[config.mk]
export PLATFORM = sky130hd
export DESIGN_NAME = vga_sync_decoder
export DESIGN_NICKNAME = d
export VERILOG_FILES = /design/src/rtl/vga_timing_pkg.sv /design/src/rtl/sync_edge_detect.sv /design/src/rtl/vga_sync_decoder.sv
export SDC_FILE = /design/constraint.sdc
export NUM_CORES = 1
export LEC_CHECK = 0
export CAP_MARGIN = 30
export CORE_MARGIN = 5
export CORE_UTILIZATION = 48
export CTS_BUF_LIST = sky130_fd_sc_hd__clkbuf_8
export CTS_CLUSTER_DIAMETER = 120
export CTS_CLUSTER_SIZE = 16
export DETAILED_ROUTE_END_ITERATION = 16
export GPL_TIMING_DRIVEN = 1
export PLACE_DENSITY = 0.73
export RECOVER_POWER = 25
export SETUP_SLACK_MARGIN = 0.4
export SYNTH_ARGS = -nofsm -noshare
export SYNTH_HDL_FRONTEND = slang
export SYNTH_SLANG_ARGS = --single-unit
export TNS_END_PERCENT = 10
[constraint.sdc]
create_clock -name clk -period 5.4 [get_ports clk]
set_input_delay 1.08 -clock clk [delete_from_list [all_inputs] [get_ports clk]]
set_output_delay 1.08 -clock clk [all_outputs]
set_load 0.05 [all_outputs]
[src/rtl/vga_timing_pkg.sv]
// Shared 640x480@60 timing constants and the sync decoder state type.
// Also used by the VGA timing generator, so the constant names must stay stable.
package vga_timing_pkg;

    localparam int H_VISIBLE    = 640;
    localparam int H_FRONT      = 16;
    localparam int H_SYNC       = 96;
    localparam int H_BACK       = 48;
    localparam int H_TOTAL      = H_VISIBLE + H_FRONT + H_SYNC + H_BACK;
    localparam int H_SYNC_START = H_VISIBLE + H_FRONT;

    localparam int V_VISIBLE    = 480;
    localparam int V_FRONT      = 10;
    localparam int V_SYNC       = 2;
    localparam int V_BACK       = 33;
    localparam int V_TOTAL      = V_VISIBLE + V_FRONT + V_SYNC + V_BACK;
    localparam int V_SYNC_START = V_VISIBLE + V_FRONT;

    typedef enum logic [1:0] {
        SEARCH,
        H_LOCK,
        V_ALIGN,
        LOCKED
    } sync_state_e;

endpackage

[src/rtl/sync_edge_detect.sv]
// Registers one sync line and flags the cycle on which it turns active.
module sync_edge_detect #(
    parameter logic POL = 1'b0
) (
    input  logic clk,
    input  logic rst,
    input  logic sync_in,
    output logic pulse
);

    logic sync_q;

    always_ff @(posedge clk) begin
        if (rst) sync_q <= ~POL;
        else     sync_q <= sync_in;
    end

    assign pulse = (sync_in == POL) && (sync_q != POL);

endmodule

[src/rtl/vga_sync_decoder.sv]
// Rebuilds haddr/vaddr from raw hsync/vsync, one cycle behind the generator,
// and tracks lock against the expected sync positions.
module vga_sync_decoder #(
    parameter int   H_VISIBLE = vga_timing_pkg::H_VISIBLE,
    parameter int   H_FRONT   = vga_timing_pkg::H_FRONT,
    parameter int   H_SYNC    = vga_timing_pkg::H_SYNC,
    parameter int   H_BACK    = vga_timing_pkg::H_BACK,
    parameter int   V_VISIBLE = vga_timing_pkg::V_VISIBLE,
    parameter int   V_FRONT   = vga_timing_pkg::V_FRONT,
    parameter int   V_SYNC    = vga_timing_pkg::V_SYNC,
    parameter int   V_BACK    = vga_timing_pkg::V_BACK,
    parameter logic HSYNC_POL = 1'b0,
    parameter logic VSYNC_POL = 1'b0
) (
    input  logic       clk,
    input  logic       rst,
    input  logic       hsync_in,
    input  logic       vsync_in,
    output logic [9:0] haddr,
    output logic [9:0] vaddr,
    output logic       active,
    output logic       locked,
    output logic       frame_start,
    output logic [7:0] err_count
);

    import vga_timing_pkg::*;

    localparam logic [9:0] HV     = 10'(H_VISIBLE);
    localparam logic [9:0] VV     = 10'(V_VISIBLE);
    localparam logic [9:0] HT_M1  = 10'(H_VISIBLE + H_FRONT + H_SYNC + H_BACK - 1);
    localparam logic [9:0] VT_M1  = 10'(V_VISIBLE + V_FRONT + V_SYNC + V_BACK - 1);
    localparam logic [9:0] HSS    = 10'(H_VISIBLE + H_FRONT);
    localparam logic [9:0] VSS    = 10'(V_VISIBLE + V_FRONT);
    localparam logic [9:0] HSS_M1 = HSS - 10'd1;
    localparam logic [9:0] VSS_M1 = VSS - 10'd1;

    logic        h_edge, v_edge;
    logic        h_exp, v_exp;
    logic        err;
    logic [9:0]  h_nxt, v_nxt;
    logic        lock_nxt, act_nxt, fs_nxt;
    sync_state_e state, state_nxt;

    sync_edge_detect #(.POL(HSYNC_POL)) u_hsync (
        .clk    (clk),
        .rst    (rst),
        .sync_in(hsync_in),
        .pulse  (h_edge)
    );

    sync_edge_detect #(.POL(VSYNC_POL)) u_vsync (
        .clk    (clk),
        .rst    (rst),
        .sync_in(vsync_in),
        .pulse  (v_edge)
    );

    // Edges land one cycle before the counters reach the generator's sync start.
    assign h_exp = (haddr == HSS_M1);
    assign v_exp = (haddr == HT_M1) && (vaddr == VSS_M1);

    always_ff @(posedge clk) begin
        if (rst) begin
            state       <= SEARCH;
            haddr       <= '0;
            vaddr       <= '0;
            locked      <= 1'b0;
            active      <= 1'b0;
            frame_start <= 1'b0;
            err_count   <= '0;
        end else begin
            state       <= state_nxt;
            haddr       <= h_nxt;
            vaddr       <= v_nxt;
            locked      <= lock_nxt;
            active      <= act_nxt;
            frame_start <= fs_nxt;
            if (err && err_count != 8'hFF) err_count <= err_count + 8'd1;
        end
    end

    always_comb begin
        state_nxt = state;
        err       = 1'b0;
        case (state)
            SEARCH: begin
                if (h_edge) state_nxt = H_LOCK;
            end
            H_LOCK: begin
                if (h_edge != h_exp) begin
                    state_nxt = SEARCH;
                    err       = 1'b1;
                end else if (v_edge) begin
                    state_nxt = V_ALIGN;
                end
            end
            V_ALIGN: begin
                if (h_edge != h_exp) begin
                    state_nxt = SEARCH;
                    err       = 1'b1;
                end else if (v_edge) begin
                    if (v_exp) state_nxt = LOCKED;
                    else       err       = 1'b1;
                end
            end
            LOCKED: begin
                if ((h_edge != h_exp) || (v_edge != v_exp)) begin
                    state_nxt = SEARCH;
                    err       = 1'b1;
                end
            end
            default: state_nxt = SEARCH;
        endcase
    end

    // Free-running counters; a sync edge forces the value the generator is about to show.
    always_comb begin
        h_nxt = (haddr == HT_M1) ? 10'd0 : haddr + 10'd1;
        v_nxt = vaddr;
        if (haddr == HT_M1) v_nxt = (vaddr == VT_M1) ? 10'd0 : vaddr + 10'd1;
        if (h_edge) h_nxt = HSS;
        if (v_edge && state != SEARCH) v_nxt = VSS;
    end

    always_comb begin
        lock_nxt = (state_nxt == LOCKED);
        act_nxt  = lock_nxt && (h_nxt < HV) && (v_nxt < VV);
        fs_nxt   = lock_nxt && (h_nxt == 10'd0) && (v_nxt == 10'd0);
    end

endmodule

Yosys cells after proc, flatten, opt, wreduce, memory -nomap -nowiden:

Cells that the tools add are included.

* bits in registers: 35
* latch bits: 0
* bits in writable memories: 0
* bits in read-only memories: 0
* input port bits: 4
* memories kept: 0

* add/sub/neg operators: 3
* multiply operators: 0
* divide/modulo/power cells: 0
* order comparisons: 2
* equal/unequal tests: 11
* shift operators: 0
* muxes and demuxes: 19
* bitwise logic cells: 2
* reductions and logical operators: 14

Operator list (number)
* two-way mux 10 bit: 5
* == test 10 bit, second input constant: 3
* adder 10 x 1 -> 10 bit, second input constant: 2
* zero test 10 bit: 2
* two-way mux 2 bit: 7
* == test 10 x 9 -> 1 bit, second input constant: 1
* < comparator 10 bit, second input constant: 1
* < comparator 10 x 9 -> 1 bit, second input constant: 1
* logical AND 1 bit: 9
* adder 8 x 1 -> 8 bit, second input constant: 1
* inequality test 8 bit, second input constant: 1
* case mux 2 bit (4 select lines): 1
* == test 2 bit, second input constant: 3
* two-way mux 1 bit: 5
* case mux 1 bit (3 select lines): 1
* == test 2 x 1 -> 1 bit, second input constant: 1
* zero test 2 bit: 1
* inequality test 1 bit: 2
* NOT 1 bit: 2
* nonzero test 2 bit: 1
* logical OR 1 bit: 1

Longest topological paths before layout:

* depth after elaboration: 9
* mapped depth: 14
* mapped depth without buffers: 12

Hierarchy:

A second synthesis with hierarchy kept.

* cell total of the unflattened synthesis: 244
* area total of the unflattened synthesis: 2068.2 µm²

Modules (own cells, without submodules)
* vga_sync_decoder: instances 1, cells each 238, area each 1998.2 µm², seq. area each 660.6 µm²
* sync_edge_detect: instances 2, cells each 3, area each 35.0 µm², seq. area each 20.0 µm²

Worst setup path after synthesis:

No wires, ideal clock.

* kind: register to register
* start point: register haddr[1]
* end point: register err_count[5]
* setup time: 0.123 ns
* arrival: 3.113 ns
* required time: 5.277 ns
* setup slack: 2.164 ns
* cell stages (with the launch flop): 14
* clock period less this slack: 3.236 ns
* cell sequence: dfxtp_1 -> ha_1 -> buf_4 -> and4_1 -> buf_4 -> and3_1 -> clkbuf_1 -> nand2_1 -> ha_1 -> nor2_1 -> o31ai_1 -> a21oi_2 -> nand4_1 -> mux2_1

* word-level cells in the longest chain between the ends: 7
* elaborated cells on any way between the ends: 13
* those cells by class: 4 x eq/ne; 6 x mux; 3 x reduce/logical

Ends and longest elaborated chain
* from (decl): line vga_sync_decoder.sv:19 `output logic [9:0] haddr,`
* from (signal assigned): line vga_sync_decoder.sv:74 `haddr <= h_nxt;`
* == test 10 bit: line vga_sync_decoder.sv:61 `assign v_exp = (haddr == HT_M1) && (vaddr == VSS_M1);`
* logical AND 1 bit: line vga_sync_decoder.sv:61
* two-way mux 1 bit or inequality test 1 bit (tied branches): line vga_sync_decoder.sv:103, vga_sync_decoder.sv:108
* two-way mux 1 bit or logical OR 1 bit (tied branches): line vga_sync_decoder.sv:102, vga_sync_decoder.sv:108
* two-way mux 1 bit (on tied branches): line vga_sync_decoder.sv:99, vga_sync_decoder.sv:108
* case mux 1 bit (3 select lines) *: line vga_sync_decoder.sv:86 `case (state)`
* logical AND 1 bit *: line vga_sync_decoder.sv:79 `if (err && err_count != 8'hFF) err_count <= err_count + 8'd1;`
* to (signal assigned): line vga_sync_decoder.sv:79
* to (decl): line vga_sync_decoder.sv:24 `output logic [7:0] err_count`

Mark *: on every way between the ends. The rest lies on a longest branch, timed or not.
A chain may end at the register's enable or synchronous reset.

Worst setup path in the final report:

* start point: register haddr[0]
* end point: register err_count[5]

The elaborated chain is that of the path after synthesis.

==> flow_summary.json <==
{
  "portBuffers": 34,
  "grt.overflow.total": 0,
  "routed_wl_um": 5030,
  "tritoncts": "yes",
  "worst_skew_pair.late_latency_ps": 300,
  "syn_area_sq_um": 2090,
  "nets": 289,
  "coreArea_sq_um": 4290,
  "critPathCaptureType": "flip-flop",
  "ys_seq_area_share_pct": 33.6,
  "fmax_ghz": 0.306,
  "ios": 35,
  "root_buffer": "clkbuf_8",
  "synthFlopType": "dfxtp_1",
  "dp_cells": 324,
  "grt_max_degree": 27,
  "post-route-period-util_pct": 60.5,
  "die-width_um": 75.9,
  "fillers": 409,
  "fin_ws_ps": 2130,
  "grt_pass1_vias": 1832,
  "final.min_clock_period_ps": 3270,
  "ir_drop_mv": 0.134,
  "drtIter0Drc": 71,
  "timing.setup.tns_ps": 0,
  "final_hold_viol_count": 0,
  "netlist_instances": 251,
  "p_per_area_nw_per_um2": 260,
  "critPathMaxFanout": 8,
  "regArea_sq_um": 701,
  "yosysWarnings": 0,
  "fp-row-count": 24,
  "slew_viol_final": 0,
  "cts_setup_buffers": 0,
  "drive_above_1_share_pct": 7.86,
  "cts.sinks": 35,
  "track_usage_pct": 18.2,
  "area_delta_synth_final_pct": 22.4,
  "start_util_pct": 48.6,
  "multiInputGateArea_sq_um": 1280,
  "cp.required_ps": 5590,
  "ys_seq_elements": 35,
  "gp_congestion": 0.913,
  "leakage_nw": 0.878,
  "dr.pass1.iters": 4,
  "route.detailed.drc": 0,
  "ys_top_cells_by_area": "dfxtp_1, xnor2_1, nor2_1",
  "routedWlPerCell_um": 15.2,
  "maxSlewHeadroom_pct": 18.9,
  "instances_no_fill": 332,
  "cp_data_arrival_time_ps": 3460,
  "synth_top_area_cell": "dfxtp_1",
  "status": "complete, no violations",
  "clock_skew_ps": 8.11,
  "synth_top_area_share_pct": 33.6,
  "synth.net_count": 261,
  "syn_avg_cell_area_sq_um": 8.31,
  "worstMarginPinSlew_ps": 1220,
  "via_per_inst": 5.83,
  "path_clk_slew_ps": 70,
  "yosysMostFrequentCell": "dfxtp_1",
  "numCtsBuffers": 5,
  "setup_viol": 0,
  "antennaDiodeCount": 0,
  "grt_pass1_wl_um": 8820,
  "start_kind": "flip-flop",
  "hp-class": "flip-flop to flip-flop",
  "cts-resized-gates": 0,
  "htree_levels": 2,
  "crit_type": "flip-flop to flip-flop",
  "antenna_left": 0,
  "synthDistinctLibCells": 56,
  "dieArea_sq_um": 5760,
  "synthTopCellsByCount": "dfxtp_1, nor2_1, nand2_1",
  "cap_violations": 0,
  "dp_slack_ps": 1970,
  "die_y_um": 75.9,
  "rsz0062_at_grt": "no",
  "synth_edf_count": 0,
  "antenna_found_initial": 0,
  "dp_hpwl_um": 3610,
  "vias": 1936,
  "async_reset_ff_share_pct": 0,
  "ctsLongestPathBuffers": 2,
  "cts_hold_buffers": 0
}
-- layout make-up --
cell class	instances	area share, %
multi-input cells	193	50.0
clock inverters	3	2.50
inverters	9	1.32
clock buffers	5	2.70
repair buffers	35	13.5
well taps	52	2.55
flip-flops and latches	35	27.5
-- cells by family after synthesis --
family,Yosys count,synth area share (%)
and+or+nand+nor,117,32.6
DFF,35,33.6
buffers and inverters,23,5.22
muxes,4,2.04
adders and majority gates,6,3.60
xor gates and xnor gates,18,7.56
AOI/OAI and AO/OA,48,15.4
-- flip-flops by register name (all words and copies together) (netlist names) --
| signal | cells |
|---|---|
| haddr | 10 |
| vaddr | 10 |
| err_count | 8 |
| state | 2 |
| active | 1 |
| frame_start | 1 |
| locked | 1 |
| u_hsync.sync_q | 1 |
| u_vsync.sync_q | 1 |
-- final timing paths --
path	startpoint	end	slack, ps	depth (start not counted)
worst max register to register	haddr[0]	err_count[5]	2130	10
worst max-delay path	haddr[0]	err_count[5]	2130	10
worst min register to register	haddr[0]	haddr[0]	500	1
worst min-delay path	haddr[0]	haddr[0]	500	1
-- through the flow --
step	hold slack (ps)	power [mW]	util [%]	cell area, sq um
2_1_floorplan	611	0.354	-	2090
3_3_place_gp	477	0.383	56.4	2420
3_5_place_dp	491	0.384	56.4	2420
4_1_cts	509	0.664	59.5	2560
5_1_grt	548	0.687	59.4	2550
6_report	503	0.663	59.4	2550
-- placed cells by master, fill, tap and decap left out, drive strengths merged, types with 3 or more instances in the layout --
| master | Yosys | layout |
|---|---|---|
| nor4 | 5 | 5 |
| nor2 | 29 | 29 |
| xnor2 | 13 | 13 |
| nand4 | 7 | 7 |
| nor3 | 8 | 8 |
| a21oi | 12 | 12 |
| o21ai | 6 | 6 |
| a31oi | 10 | 10 |
| inv | 9 | 10 |
| or2 | 6 | 6 |
| nand3 | 14 | 14 |
| xor2 | 5 | 5 |
| o31ai | 3 | 3 |
| clkbuf | 7 | 6 |
| nor2b | 5 | 5 |
| nand2 | 15 | 15 |
| and4 | 3 | 3 |
| nor4b | 3 | 3 |
| nor3b | 3 | 3 |
| a211oi | 5 | 5 |
| clkdlybuf4s50 | 0 | 33 |
| and3 | 7 | 7 |
| and2b | 3 | 3 |
| ha | 6 | 6 |
| dfxtp | 35 | 35 |
-- report_power, final --
| group | switching, mW | internal, mW | total, mW |
|---|---|---|---|
| Sequential | 0.0164 | 0.267 | 0.284 |
| Clock | 0.102 | 0.183 | 0.285 |
| Combinational | 0.0589 | 0.0353 | 0.0942 |
-- critical path, cell delays in order, from the launching register on --
cell and delay, ps:
dfxtp_1 420, ha_1 340, and4_1 420, and3_1 350, nand2_1 90, ha_1 190, and2b_1 150, o31ai_1 500
a21oi_2 220, nand4_1 160, mux2_1 320
-- metal layers --
layer,vias to the layer above,global-route usage (%),part of all wire [%]
met1,910,23.9,45
met5,-,0,0
li1,963,-,-
met4,0,3.91,1.5
met2,55,28.9,47
met3,8,5.69,6.4
Power figures use the tool's default switching activity.
